**src/rtl/riscv_exc_arbiter_if.sv**
```systemverilog
// Trap handshake between the exception arbiter and the core controller.
// Handshake: the arbiter raises exc_req_o with a stable exc_cause_o; the
// controller accepts by asserting exc_ack_i while exc_req_o is high (ack at
// any other time is ignored). One cycle after the accepting cycle the arbiter
// drops exc_req_o and pulses save_exc_cause_o for exactly one cycle so the CSR
// block latches exc_cause_o. An interrupt request may be withdrawn (exc_req_o
// falls without a save strobe) if its line or the global enable goes away
// before an ack; synchronous exception requests are never withdrawn.
interface riscv_exc_arbiter_if;
  logic       exc_req_o;
  logic       exc_ack_i;
  logic [5:0] exc_cause_o;
  logic       save_exc_cause_o;

  // Arbiter side
  modport master (
    output exc_req_o,
    output exc_cause_o,
    output save_exc_cause_o,
    input  exc_ack_i
  );

  // Controller / CSR side
  modport slave (
    input  exc_req_o,
    input  exc_cause_o,
    input  save_exc_cause_o,
    output exc_ack_i
  );
endinterface

```
**src/rtl/riscv_exc_arbiter.sv**
```systemverilog
// Trap arbitration stage in front of the CSR block: collects interrupts,
// decoder exceptions and DIFT tag violations, selects one cause by fixed
// priority, handshakes it with the controller and emits a save strobe.
// Also keeps a saturating DIFT violation counter for software.
module riscv_exc_arbiter #(
  parameter int N_IRQ      = 32,
  parameter int VIOL_CNT_W = 16
) (
  input  logic                  clk,
  input  logic                  rst_n,
  input  logic [N_IRQ-1:0]      irq_i,
  input  logic                  irq_enable_i,
  input  logic                  illegal_insn_i,
  input  logic                  ebreak_insn_i,
  input  logic                  ecall_insn_i,
  input  logic                  tag_viol_i,
  input  logic [2:0]            tag_viol_src_i,
  input  logic                  tag_trap_en_i,
  riscv_exc_arbiter_if.master   exc_if,
  output logic [VIOL_CNT_W-1:0] viol_cnt_o,
  output logic [2:0]            viol_src_o,
  input  logic                  viol_cnt_clr_i,
  output logic [1:0]            dbg_state_o
);

  typedef enum logic [1:0] {
    ST_IDLE = 2'd0,
    ST_REQ  = 2'd1,
    ST_SAVE = 2'd2
  } state_t;

  localparam logic [5:0] CAUSE_ILLEGAL = 6'h02;
  localparam logic [5:0] CAUSE_EBREAK  = 6'h03;
  localparam logic [5:0] CAUSE_ECALL   = 6'h0B;

  state_t                state_q;
  logic                  req_q;
  logic                  save_q;
  logic [5:0]            cause_q;
  logic [N_IRQ-1:0]      irq_q;
  logic [VIOL_CNT_W-1:0] viol_cnt_q;
  logic [2:0]            viol_src_q;

  logic [31:0]           irq_ext;
  logic                  irq_hit;
  logic [4:0]            irq_idx;
  logic                  cand_valid;
  logic [5:0]            cand_cause;
  logic                  irq_gone;

  // Register the interrupt lines; arbitration only ever looks at irq_q
  always_ff @(posedge clk or negedge rst_n) begin
    if (!rst_n) begin
      irq_q <= '0;
    end else begin
      irq_q <= irq_i;
    end
  end

  // Fixed-priority candidate selection and interrupt-withdraw detection
  always_comb begin
    irq_ext = '0;
    for (int i = 0; i < N_IRQ; i++) begin
      irq_ext[i] = irq_q[i];
    end

    // Scan downwards so the lowest active index is the one left standing
    irq_hit = 1'b0;
    irq_idx = '0;
    for (int i = 31; i >= 0; i--) begin
      if (irq_ext[i]) begin
        irq_hit = 1'b1;
        irq_idx = i[4:0];
      end
    end

    cand_valid = 1'b1;
    cand_cause = '0;
    if (illegal_insn_i) begin
      cand_cause = CAUSE_ILLEGAL;
    end else if (ebreak_insn_i) begin
      cand_cause = CAUSE_EBREAK;
    end else if (ecall_insn_i) begin
      cand_cause = CAUSE_ECALL;
    end else if (tag_viol_i && tag_trap_en_i) begin
      cand_cause = {3'b010, tag_viol_src_i};
    end else if (irq_hit && irq_enable_i) begin
      cand_cause = {1'b1, irq_idx};
    end else begin
      cand_valid = 1'b0;
    end

    // Only interrupt causes can disappear under a pending request
    irq_gone = cause_q[5] && (!irq_ext[cause_q[4:0]] || !irq_enable_i);
  end

  // Trap handshake FSM with registered request, strobe and cause
  always_ff @(posedge clk or negedge rst_n) begin
    if (!rst_n) begin
      state_q <= ST_IDLE;
      req_q   <= 1'b0;
      save_q  <= 1'b0;
      cause_q <= '0;
    end else begin
      case (state_q)
        ST_IDLE: begin
          save_q <= 1'b0;
          if (cand_valid) begin
            cause_q <= cand_cause;
            req_q   <= 1'b1;
            state_q <= ST_REQ;
          end
        end
        ST_REQ: begin
          // Ack beats a simultaneous withdraw
          if (exc_if.exc_ack_i) begin
            req_q   <= 1'b0;
            save_q  <= 1'b1;
            state_q <= ST_SAVE;
          end else if (irq_gone) begin
            req_q   <= 1'b0;
            state_q <= ST_IDLE;
          end
        end
        ST_SAVE: begin
          save_q  <= 1'b0;
          state_q <= ST_IDLE;
        end
        default: begin
          req_q   <= 1'b0;
          save_q  <= 1'b0;
          state_q <= ST_IDLE;
        end
      endcase
    end
  end

  // Saturating violation counter; clear wins over a same-cycle increment
  always_ff @(posedge clk or negedge rst_n) begin
    if (!rst_n) begin
      viol_cnt_q <= '0;
      viol_src_q <= '0;
    end else begin
      if (viol_cnt_clr_i) begin
        viol_cnt_q <= '0;
      end else if (tag_viol_i && (viol_cnt_q != {VIOL_CNT_W{1'b1}})) begin
        viol_cnt_q <= viol_cnt_q + 1'b1;
      end
      if (tag_viol_i) begin
        viol_src_q <= tag_viol_src_i;
      end
    end
  end

  assign exc_if.exc_req_o        = req_q;
  assign exc_if.save_exc_cause_o = save_q;
  assign exc_if.exc_cause_o      = cause_q;
  assign viol_cnt_o              = viol_cnt_q;
  assign viol_src_o              = viol_src_q;
  assign dbg_state_o             = state_q;

endmodule

```
**src/flat_wrapper.sv**
```systemverilog
// flat-port wrapper written by rule: the top's interface ports become plain ports
module riscv_exc_arbiter_flat 
#(
  parameter int N_IRQ      = 32,
  parameter int VIOL_CNT_W = 16
)
  (clk, rst_n, irq_i, irq_enable_i, illegal_insn_i, ebreak_insn_i, ecall_insn_i, tag_viol_i, tag_viol_src_i, tag_trap_en_i, viol_cnt_o, viol_src_o, viol_cnt_clr_i, dbg_state_o, exc_if_exc_req_o, exc_if_exc_cause_o, exc_if_save_exc_cause_o, exc_if_exc_ack_i);
  riscv_exc_arbiter_if exc_if_i ();
  input  logic clk;
  input  logic rst_n;
  input  logic [N_IRQ-1:0] irq_i;
  input  logic irq_enable_i;
  input  logic illegal_insn_i;
  input  logic ebreak_insn_i;
  input  logic ecall_insn_i;
  input  logic tag_viol_i;
  input  logic [2:0] tag_viol_src_i;
  input  logic tag_trap_en_i;
  output logic [VIOL_CNT_W-1:0] viol_cnt_o;
  output logic [2:0] viol_src_o;
  input  logic viol_cnt_clr_i;
  output logic [1:0] dbg_state_o;
  output wire logic [$bits(exc_if_i.exc_req_o)-1:0] exc_if_exc_req_o;
  output wire logic [$bits(exc_if_i.exc_cause_o)-1:0] exc_if_exc_cause_o;
  output wire logic [$bits(exc_if_i.save_exc_cause_o)-1:0] exc_if_save_exc_cause_o;
  input wire logic [$bits(exc_if_i.exc_ack_i)-1:0] exc_if_exc_ack_i;
  assign exc_if_exc_req_o = exc_if_i.exc_req_o;
  assign exc_if_exc_cause_o = exc_if_i.exc_cause_o;
  assign exc_if_save_exc_cause_o = exc_if_i.save_exc_cause_o;
  assign exc_if_i.exc_ack_i = exc_if_exc_ack_i;
  riscv_exc_arbiter #(.N_IRQ(N_IRQ), .VIOL_CNT_W(VIOL_CNT_W)) u_core (.clk(clk), .rst_n(rst_n), .irq_i(irq_i), .irq_enable_i(irq_enable_i), .illegal_insn_i(illegal_insn_i), .ebreak_insn_i(ebreak_insn_i), .ecall_insn_i(ecall_insn_i), .tag_viol_i(tag_viol_i), .tag_viol_src_i(tag_viol_src_i), .tag_trap_en_i(tag_trap_en_i), .exc_if(exc_if_i), .viol_cnt_o(viol_cnt_o), .viol_src_o(viol_src_o), .viol_cnt_clr_i(viol_cnt_clr_i), .dbg_state_o(dbg_state_o));
endmodule
```
**config.mk**
```make
export PLATFORM = sky130hd
export DESIGN_NAME = riscv_exc_arbiter_flat
export DESIGN_NICKNAME = d
export VERILOG_FILES = /design/src/rtl/riscv_exc_arbiter_if.sv /design/src/rtl/riscv_exc_arbiter.sv /design/src/flat_wrapper.sv
export SDC_FILE = /design/constraint.sdc
export NUM_CORES = 1
export LEC_CHECK = 0
export ABC_AREA = 1
export CELL_PAD_IN_SITES_DETAIL_PLACEMENT = 0
export CELL_PAD_IN_SITES_GLOBAL_PLACEMENT = 1
export CORE_UTILIZATION = 35
export CTS_CLUSTER_SIZE = 24
export DETAILED_ROUTE_END_ITERATION = 8
export PLACE_DENSITY = 0.84
export SLEW_MARGIN = 20
export SYNTH_ARGS = -nofsm -noshare
export SYNTH_HDL_FRONTEND = slang
export SYNTH_SLANG_ARGS = --single-unit
```
**constraint.sdc**
```tcl
create_clock -name clk -period 2.65 [get_ports clk]
set_input_delay 0.265 -clock clk [delete_from_list [all_inputs] [get_ports clk]]
set_output_delay 0.265 -clock clk [all_outputs]
set_load 0.02 [all_outputs]
```
* Word level (Yosys, flattened, before mapping)
Index checks and enable logic that the tools add are counted.
** Storage, ports and cells
- Word-level logic and storage cells :: 116
- Input bits :: 45
- Flip-flop bits (word level) :: 61
** Operators by class
- Equal/unequal tests :: 6
- Add/sub/neg operators :: 1
- Order comparisons :: 1
- Reduce and logical (&&, ||, !) cells :: 12
- Bitwise gates (word level) :: 1
- Multiplexer cells :: 88
** Operators by type and width (number)
- $mux W5 :: 32
- $mux W1 :: 43
- $mux W16 :: 2
- $mux W6 :: 5
- $add A16 B1 Y16 const B :: 1
- $ne A16 B16 Y1 const B :: 1
- $lt A5 B6 Y1 const B :: 1
- $mux W2 :: 3
- $bmux W1 S5 :: 1
- $logic_and A1 B1 Y1 :: 4
- $pmux W2 S2 :: 1
- $reduce_and A2 Y1 :: 2
- $ne A3 B2 Y1 const B :: 1
- $pmux W1 S3 :: 1
- $reduce_and A3 Y1 :: 1
- $eq A2 B1 Y1 const B :: 1
- $eq A2 B2 Y1 const B :: 1
- $logic_not A1 Y1 :: 2
- $logic_not A2 Y1 :: 1
- $ne A2 B1 Y1 const B :: 1
- $ne A2 B2 Y1 const B :: 1
- $reduce_bool A2 Y1 :: 1
- $logic_or A1 B1 Y1 :: 1
- $not A1 Y1 :: 1

* Depth between registers and ports, before layout
Gate-level depths: netlist of run 1.
- Depth after elaboration :: 40
- Gate-level depth with buffers :: 35
- Mapped depth without buffers :: 35

* Worst setup path before layout of run 1
Ideal clock, no wire load.
- Path type :: register to register
- From :: register u_core.viol_cnt_q[0] (netlist: u_core.viol_cnt_o[0])
- To :: register u_core.viol_cnt_q[15] (netlist: u_core.viol_cnt_o[15])
- Clock period less this slack :: 2.202 ns
- Path buffers :: 0
- Cell stages (with the launch flop) :: 19
- Setup slack :: 0.448 ns
- Arrival time :: 2.084 ns
- Cells stage by stage :: dfrtp_1 -> ha_1 -> nand3_1 -> nor2_1 -> nand2_1 -> nand2_1 -> inv_2 -> nor2_1 -> nor2_1 -> inv_1 -> nor2_1 -> nand2_1 -> inv_2 -> nand2_1 -> nor3_1 -> inv_2 -> nor2_1 -> a21oi_1 -> o21a_1
** On the way
- Cells in the longest elaborated chain, start to end :: 3
- Elaborated cells between the ends (all ways) :: 6
- Those cells by class :: add/sub (1); eq/ne (1); mux (2); reduce/logical (2)
** Ends and longest elaborated chain
- start: declaration :: line riscv_exc_arbiter.sv:41 : logic [VIOL_CNT_W-1:0] viol_cnt_q;
- start signal: assignment :: line riscv_exc_arbiter.sv:147 : viol_cnt_q <= viol_cnt_q + 1'b1;
- $add A16 B1 Y16 / $ne A16 B16 Y1 (equally long branches) :: line riscv_exc_arbiter.sv:147, riscv_exc_arbiter.sv:146
- $mux W16 / $logic_and A1 B1 Y1 (equally long branches) :: line riscv_exc_arbiter.sv:146 : end else if (tag_viol_i && (viol_cnt_q != {VIOL_CNT_W{1'b1}})) begin
- $mux W16 / $reduce_bool A2 Y1 (equally long branches)
Parallel ways exist; a longest one is shown, timed or not. The select of a mux whose other input is x is not followed.
A chain may end at the register's enable or synchronous reset.

* Worst setup path after layout of run 1
- From :: register u_core.viol_cnt_q[0] (netlist: u_core.viol_cnt_o[0])
- To :: register u_core.viol_cnt_q[14] (netlist: u_core.viol_cnt_o[14])
The elaborated chain is that of the path after synthesis.

==> run_summary.xml, run 1 <==
<?xml version="1.0" encoding="UTF-8"?>
<metrics>
  <group name="sta">
    <metric name="hold_viol_final" unit="">0</metric>
    <metric name="finalCritPeriodShare" unit="">0.890</metric>
    <metric name="maxSlewViolCount" unit="">0</metric>
    <metric name="timing_worst_slew_pin_value" unit="ns">0.762</metric>
    <metric name="finClkSkew" unit="ns">0.0135</metric>
    <metric name="layout_min_cycle_time" unit="ns">2.36</metric>
    <metric name="slew_headroom" unit="">0.492</metric>
    <metric name="setup_total_neg_slack" unit="ns">0</metric>
    <metric name="rsz0062_at_grt" unit="">false</metric>
    <metric name="max_freq" unit="MHz">424</metric>
    <metric name="whs" unit="ns">0.349</metric>
    <metric name="final_setup_violation_count" unit="">0</metric>
  </group>
  <group name="clock_network">
    <metric name="clk_path_buf_depth" unit="">2</metric>
    <metric name="inserted_clock_buffers" unit="">9</metric>
    <metric name="cts-htree-levels" unit="">3</metric>
    <metric name="worst_setup_hold_path_clk_slew" unit="ns">0.08</metric>
    <metric name="tritoncts" unit="">yes</metric>
    <metric name="post-cts-setup-buffers" unit="">0</metric>
    <metric name="clock_tree.root_cell" unit="">clkbuf_8</metric>
    <metric name="clock_sinks" unit="">61</metric>
    <metric name="worst_skew_pair_latency" unit="ns">0.35</metric>
  </group>
  <group name="critical_path">
    <metric name="critPathMaxFanout" unit="">4</metric>
    <metric name="crit_type" unit="">flip-flop to flip-flop</metric>
    <metric name="critical_path.slowest_cell" unit="">dfrtp_1</metric>
    <metric name="path_cells" unit="">ha_1, nand3_1, nor2_1, nand2_1, nand2_1, inv_2, nor2_1, nor2_1, inv_1, nor2_1, inv_1, nor2_1, inv_1, nor2_1, nand2_1, o221a_2</metric>
    <metric name="timing.critical_path.mode_cell" unit="">nor2_1</metric>
    <metric name="cp_data_arrival_time" unit="ns">2.59</metric>
    <metric name="crit-reg2reg-launch" unit="">u_core.viol_cnt_o[0]$_DFFE_PN0P_</metric>
    <metric name="critical_path_required" unit="ns">2.88</metric>
    <metric name="rr_endpoint" unit="">u_core.viol_cnt_o[14]$_DFFE_PN0P_</metric>
    <metric name="cp-start-kind" unit="">flip-flop</metric>
    <metric name="ff2ff_path_depth" unit="">16</metric>
    <metric name="critical_path.n_buffers_inverters" unit="">4</metric>
    <metric name="cp-end-kind" unit="">flip-flop</metric>
    <metric name="max_stage_delay" unit="ns">0.42</metric>
    <metric name="r2r_slack" unit="ns">0.29</metric>
    <metric name="cp_top_family" unit="">simple AND/OR/NAND/NOR gates</metric>
  </group>
  <group name="yosys">
    <metric name="yosysSeqAreaShare" unit="">0.515</metric>
    <metric name="syn-mean-instance-area" unit="um2">8.22</metric>
    <metric name="ys_types" unit="">35</metric>
    <metric name="net_count_after_synthesis" unit="">407</metric>
    <metric name="number_of_enable_type_register_cells_in_the_synthesized_netlist" unit="">0</metric>
    <metric name="synthFlopType" unit="">dfrtp_1</metric>
    <metric name="post_synth_main_area_contributors" unit="">dfrtp_1 51%, nand2_1 9.2%, inv_1 7.3%, nor2_1 5.3%, nand3_1 3.9%</metric>
    <metric name="ys_ff_latch" unit="">61</metric>
    <metric name="post-synth-top-area-cell" unit="">dfrtp_1</metric>
    <metric name="postSynthCellCount" unit="">361</metric>
    <metric name="syn-cell-area" unit="um2">2970</metric>
    <metric name="async_reset_ff_frac" unit="">1.00</metric>
    <metric name="synth_top_area_frac" unit="">0.515</metric>
    <metric name="synthesis.yosys.warnings" unit="">0</metric>
  </group>
  <group name="global_routing">
    <metric name="antenna_found_initial" unit="">0</metric>
    <metric name="grt_pass1_vias" unit="">2649</metric>
    <metric name="grt_start_max_net_pins" unit="">32</metric>
    <metric name="gr-total-overflow" unit="">0</metric>
    <metric name="grt_pass1_wl" unit="mm">12.0</metric>
    <metric name="groute.usage.overall" unit="">0.179</metric>
  </group>
  <group name="power">
    <metric name="p_int" unit="mW">1.90</metric>
    <metric name="power_per_cell_area" unit="nW/um2">687</metric>
    <metric name="p_comb_frac" unit="">0.268</metric>
    <metric name="clockPowerShare" unit="">0.325</metric>
    <metric name="leakagePower" unit="nW">1.83</metric>
    <metric name="switching_power" unit="uW">901</metric>
    <metric name="swShare" unit="">0.321</metric>
    <metric name="p_seq_frac" unit="">0.406</metric>
    <metric name="p_total" unit="mW">2.80</metric>
    <metric name="ir_worst_vdd" unit="V">0.000306</metric>
  </group>
  <group name="final_layout">
    <metric name="finalNetCount" unit="">491</metric>
    <metric name="area_delta_synth_final" unit="%">37.5</metric>
    <metric name="diode_count" unit="">0</metric>
    <metric name="final_layout_size_suffix_gt1_frac" unit="">0.100</metric>
    <metric name="final_core_utilization" unit="">0.497</metric>
    <metric name="n_fill_cell" unit="">797</metric>
    <metric name="final-instance-count-excl-fill" unit="">555</metric>
  </group>
  <group name="routing">
    <metric name="route.final.wire_length" unit="mm">7.18</metric>
    <metric name="drt_first_pass_iters" unit="">4</metric>
    <metric name="drtAntennaViolNets" unit="">0</metric>
    <metric name="dr_total_vias" unit="">2651</metric>
    <metric name="drt-met1-wl" unit="mm">3.19</metric>
    <metric name="routed-wl-met2" unit="mm">3.37</metric>
    <metric name="routed_wire_length_per_instance" unit="um">12.9</metric>
    <metric name="drt-vias-per-instance" unit="">4.78</metric>
    <metric name="initialDrtViolationCount" unit="">139</metric>
    <metric name="dr.max_layer_used" unit="">met4</metric>
    <metric name="number_of_design_rule_violations_left_after_detail_routing" unit="">0</metric>
    <metric name="met3_length" unit="um">523</metric>
  </group>
  <group name="floorplanning">
    <metric name="vertical_die_dimension" unit="um">94.1</metric>
    <metric name="io-pin-count" unit="">74</metric>
    <metric name="core.rowCount" unit="">33</metric>
    <metric name="die_width" unit="um">94.1</metric>
    <metric name="core_region_area" unit="um2">8220</metric>
    <metric name="die_outline_area" unit="um2">8850</metric>
    <metric name="start_util" unit="">0.361</metric>
  </group>
  <group name="run">
    <metric name="maxCapViolCount" unit="">0</metric>
  </group>
  <group name="run_status">
    <metric name="outcome" unit="">completed</metric>
  </group>
  <group name="hold_path">
    <metric name="hold_class" unit="">input port to flip-flop</metric>
    <metric name="min-delay-start" unit="">irq_i[0]</metric>
    <metric name="timing.hold.worst_path_depth" unit="">1</metric>
    <metric name="hold-path-endpoint" unit="">u_core.irq_ext[0]$_DFF_PN0_</metric>
  </group>
  <group name="placed_design">
    <metric name="dp.cells" unit="">538</metric>
    <metric name="place.gp.congestion" unit="">0.810</metric>
    <metric name="dp_hpwl" unit="mm">5.51</metric>
    <metric name="placement.io_buffers" unit="">73</metric>
  </group>
</metrics>
-- per-stage QoR --
step / instance area (um2) / setup WS, ns
2_1_floorplan: 2970 / 0.448
3_3_place_gp: 3830 / 0.322
3_5_place_dp: 3830 / 0.270
4_1_cts: 4070 / 0.247
5_1_grt: 4080 / 0.0114
6_report: 4080 / 0.292
-- what timing repair did --
action	in CTS	in global routing
hold buffers	1	0
hold endpoints to repair	10	0
gates resized for setup	0	4
setup endpoints to repair	0	4
-- cell type report --
cell class	count	area, um2	area share
Timing Repair Buffer	78	791	0.194
Multi-Input combinational cell	231	1160	0.285
Clock inverter	7	100	0.0245
Sequential cell	61	1530	0.375
Clock buffer	9	124	0.0304
Tap cell	105	131	0.0322
Inverter	64	243	0.0595
-- flip-flops by register name, indices dropped and copies added, names as in the netlist --
register / cells
u_core.irq_ext: 32
u_core.dbg_state_o: 2
u_core.exc_if.save_exc_cause_o: 1
u_core.exc_if.exc_req_o: 1
u_core.exc_if.exc_cause_o: 6
u_core.viol_src_o: 3
u_core.viol_cnt_o: 16
-- placed cells by master, fill, tap and decap left out, types with 2 or more instances in the layout --
cell,n
nand2_1,73
clkdlybuf4s50_1,72
dfrtp_1,59
inv_1,58
nor2_1,41
nand3_1,23
a21oi_1,22
o21ai_0,21
clkbuf_8,9
o21ai_1,7
nor4_1,6
nor3_1,6
inv_2,5
a211oi_1,5
a211oi_2,3
clkinvlp_4,3
nand2_2,2
a21oi_2,2
mux2_2,2
bufinv_16,2
clkinv_4,2
buf_12,2
buf_4,2
dfrtp_2,2
-- worst max path at each step --
stage | slack [ns] | cells past startpoint | startpoint | to
4_1_cts | 0.25 | 17 | u_core.exc_if.exc_cause_o[0]$_DFFE_PN0P_ | u_core.exc_if.exc_cause_o[1]$_DFFE_PN0P_
5_1_grt | 0.01 | 17 | u_core.exc_if.exc_cause_o[0]$_DFFE_PN0P_ | u_core.exc_if.exc_cause_o[1]$_DFFE_PN0P_
3_3_place_gp | 0.32 | 17 | u_core.exc_if.exc_cause_o[0]$_DFFE_PN0P_ | u_core.exc_if.exc_cause_o[1]$_DFFE_PN0P_
3_5_place_dp | 0.27 | 15 | u_core.exc_if.exc_cause_o[1]$_DFFE_PN0P_ | u_core.exc_if.exc_cause_o[1]$_DFFE_PN0P_
2_1_floorplan | 0.45 | 18 | u_core.viol_cnt_o[0]$_DFFE_PN0P_ | u_core.viol_cnt_o[15]$_DFFE_PN0P_
6_report | 0.29 | 16 | u_core.viol_cnt_o[0]$_DFFE_PN0P_ | u_core.viol_cnt_o[14]$_DFFE_PN0P_
-- power groups by stage --
stage / logic (mW) / registers, mW / clock network, mW
floorplan: 0.439 / 1.18 / 0
finish: 0.752 / 1.14 / 0.911
detailed placement: 0.757 / 1.15 / 0
global route: 0.839 / 1.15 / 0.988
global placement: 0.750 / 1.15 / 0
CTS: 0.760 / 1.14 / 0.940
-- Yosys cell counts (all sizes together) (2+ instances only) --
master  instances
a21oi          24
nor3            7
mux2            2
nand4           2
nand3          23
nand2          75
nor4            7
nor2           43
o21ai          28
dfrtp          61
buf             5
a211oi          8
inv            64
-- cell families after synthesis --
kind of cell,share of synthesized area
DFF,0.515
and+or+nand+nor,0.234
buffers and inverters,0.0966
xor gates and xnor gates,0.00295
adders and majority gates,0.00422
AOI/OAI and AO/OA,0.140
muxes,0.00759
-- layer usage --
metal / vias up / global-route usage
met4: 0 / 0.0641
li1: 1343 / -
met3: 10 / 0.0623
met2: 65 / 0.293
met1: 1233 / 0.219
met5: - / 0
No activity file was read; power rests on OpenSTA's default activity.
==> inputs of run 2 (changes only) <==
Settings changed: CAP_MARGIN set to 10.
==> results of run 2 <==
The final DEF is identical to that of run 1; final timing and power are the same.
